[src/rtl/rf_sched_pkg.sv]
// ---------------------------------------------------------------------------
// rf_sched_pkg
// Shared widths and the write-port grant-source encoding for the register-file
// write scheduler and its scoreboard.
// ---------------------------------------------------------------------------
package rf_sched_pkg;

    localparam int REG_W    = 5;
    localparam int DATA_W   = 32;
    localparam int NUM_REGS = 32;

    // Which requester owns the register-file write port this cycle.
    typedef enum logic [1:0] {
        GNT_NONE = 2'd0,
        GNT_WB   = 2'd1,
        GNT_BUF  = 2'd2
    } gnt_src_e;

endpackage : rf_sched_pkg

[src/rtl/rf_scoreboard.sv]
// ---------------------------------------------------------------------------
// rf_scoreboard
// 32-entry busy vector tracking destination registers that have been issued
// but not yet written, plus the RAW/WAW hazard lookup for decode.
//
// Ports:
//   clk        in   clock, rising edge
//   reset      in   synchronous active-low reset (clears every busy bit)
//   i_set_en   in   an issuing instruction writes i_set_idx
//   i_set_idx  in   destination of the issuing instruction
//   i_clr_en   in   register file is written this cycle (rf_we)
//   i_clr_idx  in   register being written this cycle (rf_rw)
//   i_rs/i_rt  in   decode source registers
//   i_wr       in   decode instruction writes a register
//   i_dst      in   decode destination register
//   o_raw_hit  out  a source is busy and not covered by write-through
//   o_waw_hit  out  the destination is busy and not being written now
// ---------------------------------------------------------------------------
module rf_scoreboard
    import rf_sched_pkg::*;
(
    input  logic             clk,
    input  logic             reset,
    input  logic             i_set_en,
    input  logic [REG_W-1:0] i_set_idx,
    input  logic             i_clr_en,
    input  logic [REG_W-1:0] i_clr_idx,
    input  logic [REG_W-1:0] i_rs,
    input  logic [REG_W-1:0] i_rt,
    input  logic             i_wr,
    input  logic [REG_W-1:0] i_dst,
    output logic             o_raw_hit,
    output logic             o_waw_hit
);

    logic [NUM_REGS-1:0] r_busy;

    // Register 0 is hardwired and can never be in flight.
    assign r_busy[0] = 1'b0;

    genvar gi;
    generate
        for (gi = 1; gi < NUM_REGS; gi++) begin : g_busy
            logic w_set;
            logic w_clr;
            assign w_set = i_set_en && (i_set_idx == REG_W'(gi));
            assign w_clr = i_clr_en && (i_clr_idx == REG_W'(gi));

            // A new producer issuing in the same cycle the old value lands
            // must keep the register busy, so set takes priority over clear.
            always_ff @(posedge clk) begin
                if (!reset) begin
                    r_busy[gi] <= 1'b0;
                end else if (w_set) begin
                    r_busy[gi] <= 1'b1;
                end else if (w_clr) begin
                    r_busy[gi] <= 1'b0;
                end
            end
        end
    endgenerate

    // A busy register that is being written right now is not a hazard: the
    // register file forwards busW to its read ports in the same cycle.
    logic w_rs_hit;
    logic w_rt_hit;
    logic w_dst_hit;

    assign w_rs_hit  = r_busy[i_rs]  && !(i_clr_en && (i_clr_idx == i_rs));
    assign w_rt_hit  = r_busy[i_rt]  && !(i_clr_en && (i_clr_idx == i_rt));
    assign w_dst_hit = r_busy[i_dst] && !(i_clr_en && (i_clr_idx == i_dst));

    assign o_raw_hit = w_rs_hit || w_rt_hit;
    assign o_waw_hit = i_wr && w_dst_hit;

endmodule : rf_scoreboard

[src/rtl/rf_write_scheduler.sv]
// ---------------------------------------------------------------------------
// rf_write_scheduler
// Owns the single register-file write port. Arbitrates between the pipeline
// writeback beat and a one-entry buffer holding mul/div results, counts MDU
// ops in flight, and raises the decode stall on uncovered hazards.
//
// Ports:
//   clk, reset            clock; synchronous active-low reset
//   iss_*                 decode issue request (valid, rs, rt, wr, dst, long)
//   stall                 decode must hold; issue fires on iss_valid && !stall
//   wb_valid/dst/data     pipeline writeback beat
//   wb_hold               WB beat lost the port; pipeline re-presents it
//   mdu_valid/dst/data    MDU result
//   mdu_ready             buffer accepts on mdu_valid && mdu_ready
//   rf_we/rf_rw/rf_busw   register-file RegWr / RW / busW
// ---------------------------------------------------------------------------
module rf_write_scheduler
    import rf_sched_pkg::*;
#(
    parameter int MDU_DEPTH  = 2,
    parameter int STARVE_MAX = 4
)(
    input  logic              clk,
    input  logic              reset,
    input  logic              iss_valid,
    input  logic [REG_W-1:0]  iss_rs,
    input  logic [REG_W-1:0]  iss_rt,
    input  logic              iss_wr,
    input  logic [REG_W-1:0]  iss_dst,
    input  logic              iss_long,
    output logic              stall,
    input  logic              wb_valid,
    input  logic [REG_W-1:0]  wb_dst,
    input  logic [DATA_W-1:0] wb_data,
    output logic              wb_hold,
    input  logic              mdu_valid,
    input  logic [REG_W-1:0]  mdu_dst,
    input  logic [DATA_W-1:0] mdu_data,
    output logic              mdu_ready,
    output logic              rf_we,
    output logic [REG_W-1:0]  rf_rw,
    output logic [DATA_W-1:0] rf_busw
);

    localparam int OUT_W = $clog2(MDU_DEPTH + 1);
    localparam int STV_W = $clog2(STARVE_MAX + 1);
    localparam logic [OUT_W-1:0] OUT_LIM = OUT_W'(MDU_DEPTH);
    localparam logic [STV_W-1:0] STV_LIM = STV_W'(STARVE_MAX);

    // One-entry MDU result buffer and counters
    logic              r_buf_valid;
    logic [REG_W-1:0]  r_buf_dst;
    logic [DATA_W-1:0] r_buf_data;
    logic [STV_W-1:0]  r_starve_cnt;
    logic [OUT_W-1:0]  r_out_cnt;

    gnt_src_e          w_gnt;
    logic [REG_W-1:0]  w_win_dst;
    logic [DATA_W-1:0] w_win_data;
    logic              w_buf_gnt;
    logic              w_mdu_accept;
    logic              w_issue_fire;
    logic              w_long_issue;
    logic              w_raw_hit;
    logic              w_waw_hit;
    logic              w_mdu_full;
    logic              w_rf_we;

    // ---------------- write-port arbitration ----------------
    // The buffer yields to WB until it has waited STARVE_MAX cycles; an idle
    // WB slot is always given to the buffer.
    always_comb begin
        w_gnt      = GNT_NONE;
        w_win_dst  = '0;
        w_win_data = '0;
        if (r_buf_valid && ((r_starve_cnt == STV_LIM) || !wb_valid)) begin
            w_gnt      = GNT_BUF;
            w_win_dst  = r_buf_dst;
            w_win_data = r_buf_data;
        end else if (wb_valid) begin
            w_gnt      = GNT_WB;
            w_win_dst  = wb_dst;
            w_win_data = wb_data;
        end
    end

    assign w_buf_gnt = (w_gnt == GNT_BUF);

    // A write to register 0 still consumes its entry but never asserts RegWr.
    assign w_rf_we = reset && (w_gnt != GNT_NONE) && (w_win_dst != '0);

    assign rf_we     = w_rf_we;
    assign rf_rw     = reset ? w_win_dst  : '0;
    assign rf_busw   = reset ? w_win_data : '0;
    assign wb_hold   = reset && wb_valid && w_buf_gnt;
    assign mdu_ready = reset && (!r_buf_valid || w_buf_gnt);

    assign w_mdu_accept = mdu_valid && mdu_ready;

    // ---------------- hazard detection / issue ----------------
    rf_scoreboard u_scoreboard (
        .clk       (clk),
        .reset     (reset),
        .i_set_en  (w_issue_fire && iss_wr),
        .i_set_idx (iss_dst),
        .i_clr_en  (w_rf_we),
        .i_clr_idx (rf_rw),
        .i_rs      (iss_rs),
        .i_rt      (iss_rt),
        .i_wr      (iss_wr),
        .i_dst     (iss_dst),
        .o_raw_hit (w_raw_hit),
        .o_waw_hit (w_waw_hit)
    );

    assign w_mdu_full = iss_long && (r_out_cnt == OUT_LIM);

    always_comb begin
        stall = 1'b0;
        if (!reset) begin
            stall = 1'b1;
        end else if (iss_valid) begin
            stall = w_raw_hit || w_waw_hit || w_mdu_full;
        end
    end

    assign w_issue_fire = reset && iss_valid && !stall;
    assign w_long_issue = w_issue_fire && iss_long;

    // ---------------- buffer ----------------
    // Drain and refill may happen in the same cycle; a refill wins.
    always_ff @(posedge clk) begin
        if (!reset) begin
            r_buf_valid <= 1'b0;
            r_buf_dst   <= '0;
            r_buf_data  <= '0;
        end else if (w_mdu_accept) begin
            r_buf_valid <= 1'b1;
            r_buf_dst   <= mdu_dst;
            r_buf_data  <= mdu_data;
        end else if (w_buf_gnt) begin
            r_buf_valid <= 1'b0;
        end
    end

    // ---------------- starvation counter ----------------
    always_ff @(posedge clk) begin
        if (!reset) begin
            r_starve_cnt <= '0;
        end else if (w_buf_gnt) begin
            r_starve_cnt <= '0;
        end else if (r_buf_valid && (r_starve_cnt != STV_LIM)) begin
            r_starve_cnt <= r_starve_cnt + 1'b1;
        end
    end

    // ---------------- outstanding MDU op counter ----------------
    // Decrement is guarded at zero so a stray MDU result cannot wrap the count.
    always_ff @(posedge clk) begin
        if (!reset) begin
            r_out_cnt <= '0;
        end else if (w_long_issue && !w_mdu_accept) begin
            r_out_cnt <= r_out_cnt + 1'b1;
        end else if (!w_long_issue && w_mdu_accept && (r_out_cnt != '0)) begin
            r_out_cnt <= r_out_cnt - 1'b1;
        end
    end

endmodule : rf_write_scheduler

[config.mk]
export PLATFORM = sky130hd
export DESIGN_NAME = rf_write_scheduler
export DESIGN_NICKNAME = d
export VERILOG_FILES = /design/src/rtl/rf_sched_pkg.sv /design/src/rtl/rf_scoreboard.sv /design/src/rtl/rf_write_scheduler.sv
export SDC_FILE = /design/constraint.sdc
export NUM_CORES = 1
export LEC_CHECK = 0
export CAP_MARGIN = 40
export CORE_ASPECT_RATIO = 1.75
export CORE_UTILIZATION = 52
export CTS_CLUSTER_SIZE = 20
export DETAILED_ROUTE_END_ITERATION = 8
export GPL_ROUTABILITY_DRIVEN = 1
export HOLD_SLACK_MARGIN = 0.05
export PLACE_DENSITY = 0.87
export SLEW_MARGIN = 30
export SYNTH_ARGS = -nofsm -noshare
export SYNTH_HDL_FRONTEND = slang
export SYNTH_SLANG_ARGS = --single-unit
[constraint.sdc]
create_clock -name clk -period 10 [get_ports clk]
set_input_delay 2 -clock clk [delete_from_list [all_inputs] [get_ports clk]]
set_output_delay 2 -clock clk [all_outputs]
set_load 0.02 [all_outputs]
==> metrics, run 1 <==
outcome finished, final reports clean; area grow syn2layout 35.0%; CP required 8000 ps; overall power between 0.8 and 0.9 mW; Switching Share ~28%; number of flops mapped to enable cells by yosys 0; Sw Pwr 0.221 mW; Detailed Route Iter0 Violations about 490; R2R depth 13; TritonCTS clock tree done; DP HPWL roughly 12 mm; die height 128 µm; placed instance count 809; Post-DP Area approximately 6000 µm²; Least-Margin Pin Slew between 700 and 800 ps; CTS root buf clkbuf_16; post-route DRC violation count 0; slowest stage delay, CP 610 ps; largest net degree at the start of global routing 76; routed len/inst 19.8 µm; post-cts sizing count 0; Min-Delay Path Class reg2reg; Crit path max-delay family buffers and inverters; final instance area ~6400 µm²; Clock Latency Late Sink roughly 340 ps; worst-path fanout max 44; sequential share of power 39.3%; Clock Power Share 40.6%; RSZ-0062 raised after global routing no; register area share after synthesis 31.5%; leading post-synthesis cells by cell area dfxtp_1, mux4_2, nand2_1, o21ai_0, nand3_1; Rows 45; Setup crit start kind input port; fill cell count 689; WHS Path Cells 2; CP bufs+invs 4; final period utilization 75.0%; setup_tns 0 ps; Yosys reg bits 74; Nets about 800; Comb power frac 20.2%; syn_area_per_cell between 7 and 8 µm²; Pre-antenna DRT Iters 5; vias in the first global route just over 5,000; die area 9450 µm²; Post-Syn Nets 700; Core Box Area 8730 µm²; # port buffers ~140; maxcap violations 0; normalized max-slew margin 48.0%; GRT Util Overall ~37%; Initial Util 53.9%; Cell Area, Synth between 4000 and 5000 µm²; # diodes 0; Clock Sinks 74; fin cells around 830; kind of end point of the critical path primary output; most frequent cells in the layout nand2_1, clkdlybuf4s50_1, dfxtp_1; io pins 137; Arr. time, crit path roughly 5500 ps; Num CTS Buffers 9; post-synth top area cell dfxtp_1; Mapped Cells 602; clk slew on worst S/H paths 60 ps; Worst Skew 5.19 ps; commonest non-fill, non-tap cell in the layout nand2_1; Finish-stage setup viols 0; DRT antenna net count 0; Vias/cell 6.27; total grt overflow 0; Final min period 7500 ps; first-pass GRT wire length 25.8 mm; YS warnings 0; Fin Hold WS around 460 ps; Post-synth top flop dfxtp_1; Die Span X 73.9 µm; post-CTS setup buffer count 0; critical path, cell by cell clkdlybuf4s50_1 > buf_4 > a21boi_4 > o22ai_1 > buf_4 > xor2_1 > o22ai_1 > a22o_1 > a32oi_1 > o21ai_0 > nand2_1 > clkdlybuf4s50_1; fin. max-slew vios 0; Synth top area share 31.5%; Pwr Density 127 nW/µm²; share of cells above drive strength 1 9.89%; internal power consumption 0.583 mW; Max Buffers Root-to-Sink 2; Distinct cells, synth 55; hold buffer count at cts 0; DRT Wirelength 16.4 mm; final hold violations 0; fmax around 130 MHz; leakage power approximately 2.1 nW; GPL Wtd Cong 1.03; worst-path cell with the longest stage delay clkdlybuf4s50_1; initial antenna violation count 0; Post-synth ARST share 0%; Vias ~5,200; WS Path Type in2out; Levels on crit path 12; H-tree levels 3; worst vdd ir about 0.11 mV
-- stage by stage --
step	util (%)	worst slack, ps
floorplan	-	4060
global placement	69.1	2510
detailed placement	69.3	2490
CTS	72.7	2510
global route	72.8	2250
finish	72.8	2500
-- cell usage after synthesis, drive strengths merged (5+ instances only) --
| cell | n |
|---|---|
| nand2 | 138 |
| dfxtp | 74 |
| o21ai | 61 |
| nand3 | 58 |
| a21oi | 53 |
| clkbuf | 36 |
| mux4 | 25 |
| buf | 18 |
| nor2 | 17 |
| o211ai | 16 |
| xnor2 | 11 |
| o22ai | 8 |
| o31ai | 8 |
| inv | 7 |
| nor3 | 7 |
| and3 | 5 |
| nor2b | 5 |
| o41ai | 5 |
| or3 | 5 |
-- power by group through the flow --
stage	clock network (mW)	registers [mW]	logic [mW]
CTS	0.327	0.315	0.161
detailed placement	0	0.321	0.160
global placement	0	0.321	0.157
floorplan	0	0.319	0.0872
finish	0.326	0.316	0.162
global route	0.341	0.317	0.174
-- area by class of cell --
type	count	area, µm²	area share [%]
Clock buffer	11	243	3.82
Sequential cell	74	1480	23.3
Multi-Input combinational cell	466	2980	46.8
Tap cell	117	146	2.30
Inverter	8	30.0	0.473
Timing Repair Buffer	145	1430	22.5
Clock inverter	4	51.3	0.807
-- sequential cells by signal, summed over array words and instances, names as in the netlist --
signal / cells
r_buf_valid: 1
r_buf_data: 32
r_buf_dst: 5
r_out_cnt: 2
u_scoreboard.r_busy: 31
r_starve_cnt: 3
-- layer usage --
layer	up-vias	track usage (%)	share of wire, %	wire length, µm
li1	2376	-	-	-
met5	-	0	0	0
met4	0	24.3	7.0	1150
met2	316	61.4	51	8350
met1	2388	39.0	34	5590
met3	95	9.83	7.7	1270
-- final timing paths --
kind	from	end	slack (ps)
min	r_buf_dst[2]	r_buf_dst[2]	460
max reg2reg	r_starve_cnt[0]	u_scoreboard.r_busy[4]	6190
max	wb_valid	stall	2500
min reg2reg	r_buf_dst[2]	r_buf_dst[2]	460
-- cell families (layout without fill, tap and decap cells) --
| logic type | count (synthesis) | in the layout | synth area share, % |
|---|---|---|---|
| XOR/XNOR | 12 | 12 | 2.23 |
| adder cells (fa/ha/maj) | 2 | 2 | 0.532 |
| multiplexers | 31 | 31 | 13.3 |
| AND/OR/NAND/NOR | 250 | 250 | 23.9 |
| AO/OA/AOI/OAI | 171 | 171 | 23.1 |
| buffers and inverters | 62 | 168 | 5.42 |
| flip-flops | 74 | 74 | 31.5 |
-- worst min-delay path, delay by kind of cell (launching register included) --
kind,cells,cell delay (ps)
flip-flops,1,310
AO/OA/AOI/OAI,1,60
AND/OR/NAND/NOR,1,50
Note: power is estimated with default switching activity, not from simulation.
==> run 2: changes to the inputs <==
--- a/config.mk
+++ b/config.mk
@@ -7,12 +7,12 @@
 export LEC_CHECK = 0
 export CAP_MARGIN = 40
 export CORE_ASPECT_RATIO = 1.75
-export CORE_UTILIZATION = 52
+export CORE_UTILIZATION = 44
 export CTS_CLUSTER_SIZE = 20
 export DETAILED_ROUTE_END_ITERATION = 8
 export GPL_ROUTABILITY_DRIVEN = 1
 export HOLD_SLACK_MARGIN = 0.05
-export PLACE_DENSITY = 0.87
+export PLACE_DENSITY = 0.78
 export SLEW_MARGIN = 30
 export SYNTH_ARGS = -nofsm -noshare
 export SYNTH_HDL_FRONTEND = slang
==> constraint.sdc (replaced) <==
create_clock -name clk -period 6.45 [get_ports clk]
set_input_delay 1.29 -clock clk [delete_from_list [all_inputs] [get_ports clk]]
set_output_delay 1.29 -clock clk [all_outputs]
set_load 0.02 [all_outputs]
==> metrics, run 2 (synthesized netlist as in run 1, its figures left out) <==
outcome finished, final reports clean; RR Endpoint u_scoreboard.r_busy[23]; Detailed Route Iter0 Violations 430; Nets 806; hold path endpoint r_buf_dst[1]; final hold violations 0; worst-path cell with the longest stage delay clkdlybuf4s50_1; worst vdd ir 0.175 mV; die area 11,100 µm²; Rows 49; Min-Delay Path Class reg2reg; Finish-stage setup viols 0; maxcap violations 0; Max Buffers Root-to-Sink 2; CTS root buf clkbuf_16; worst-path fanout max 13; vias in the first global route between 5,000 and 6,000; DRT antenna net count 0; RR Startpoint r_starve_cnt[0]; initial antenna violation count 0; kind of end point of the critical path primary output; Vias 5,146; CP required 5160 ps; most frequent cells in the layout nand2_1, clkdlybuf4s50_1, dfxtp_1; WHS Path Cells 2; Pwr Density 204 nW/µm²; setup ws final 541 ps; Clock Sinks 74; fin. max-slew vios 0; post-cts sizing count 0; overall power around 1.3 mW; largest net degree at the start of global routing 76; Setup crit start kind input port; # diodes 0; Num CTS Buffers 9; GRT Util Overall about 30%; Least-Margin Pin Slew just under 800 ps; slowest stage delay, CP 960 ps; clk slew on worst S/H paths 60 ps; routed len/inst 19.2 µm; setup_tns 0 ps; R2R setup slack 2790 ps; Core Box Area 10,400 µm²; area grow syn2layout 36.7%; dpl ws 590 ps; GPL Wtd Cong 1.01; fmax about 170 MHz; Clock Latency Late Sink 330 ps; Top Registers r_buf_data (32), u_scoreboard.r_busy (31), r_buf_dst (5); WS Path Type in2out; Biggest register r_buf_data; post-route DRC violation count 0; post-CTS setup buffer count 0; io pins ~140; R2R depth 10; critical path, cell by cell clkdlybuf4s50_1 > mux4_2 > a22oi_1 > a21boi_0 > o21ai_0 > o22ai_1 > o21ai_0 > nand2_1 > clkdlybuf4s50_1; normalized max-slew margin 47.5%; min-delay src r_buf_dst[1]; final period utilization 91.6%; DRT Wirelength roughly 16 mm; RSZ-0062 raised after global routing no; Die Span X between 80 and 90 µm; Arr. time, crit path 4620 ps; fill cell count around 950; Initial Util 45.4%; Vias/cell between 6 and 7; share of cells above drive strength 1 10.3%; hold buffer count at cts 0; first-pass GRT wire length approximately 26 mm; # port buffers 136; total grt overflow 0; DP HPWL 12.1 mm; leakage power 2.18 nW; H-tree levels 3; max reg flops 32; TritonCTS clock tree done; Pre-antenna DRT Iters 5; Worst Skew 7.04 ps; commonest non-fill, non-tap cell in the layout nand2_1; Final min period a little under 6000 ps; die height 139 µm
run 2: area by class of cell:
type	count	area (µm²)	area share, %
sequential	74	1480	23.0
multi-input combinational	466	2980	46.3
tap	127	159	2.47
timing repair buffer	149	1450	22.6
inverter	8	30.0	0.467
clock inverter	5	104	1.61
clock buffer	10	229	3.56
run 2: how the worst max path moves through the flow:
stage	slack, ps	start	cells after the start	endpoint
floorplan	1930	iss_rt[2]	7	stall
global placement	570	iss_dst[0]	9	stall
detailed placement	590	iss_dst[0]	9	stall
CTS	580	iss_dst[0]	9	stall
global route	390	wb_valid	11	stall
finish	540	iss_dst[0]	9	stall
run 2: worst max-delay path: cells and delay by family:
kind	cells	cell delay, ps
simple gates	1	70
compound gates	5	1150
buf+inv	2	1510
mux	1	600
run 2: metrics by stage:
stage	cells	util [%]	cell area, µm²	hold WS, ps
after floorplan	602	-	4710	436
after CTS	839	62.1	6430	463
final	839	62.1	6430	458
after global placement	824	58.8	6100	445
after global routing	839	62.1	6430	473
after detailed placement	824	58.9	6100	455
run 2: routing by layer:
metal / share of wire, % / vias to the layer above / GRT usage [%]
met3: 7.4 / 79 / 6.05
met5: 0 / - / 0
li1: - / 2384 / -
met4: 8.0 / 0 / 23.2
met2: 50 / 305 / 50.5
met1: 35 / 2378 / 32.2
run 2: report_power, final:
part	internal [mW]	switching [mW]
clock network	0.376	0.192
registers	0.477	0.0127
logic	0.120	0.133
total	0.972	0.338
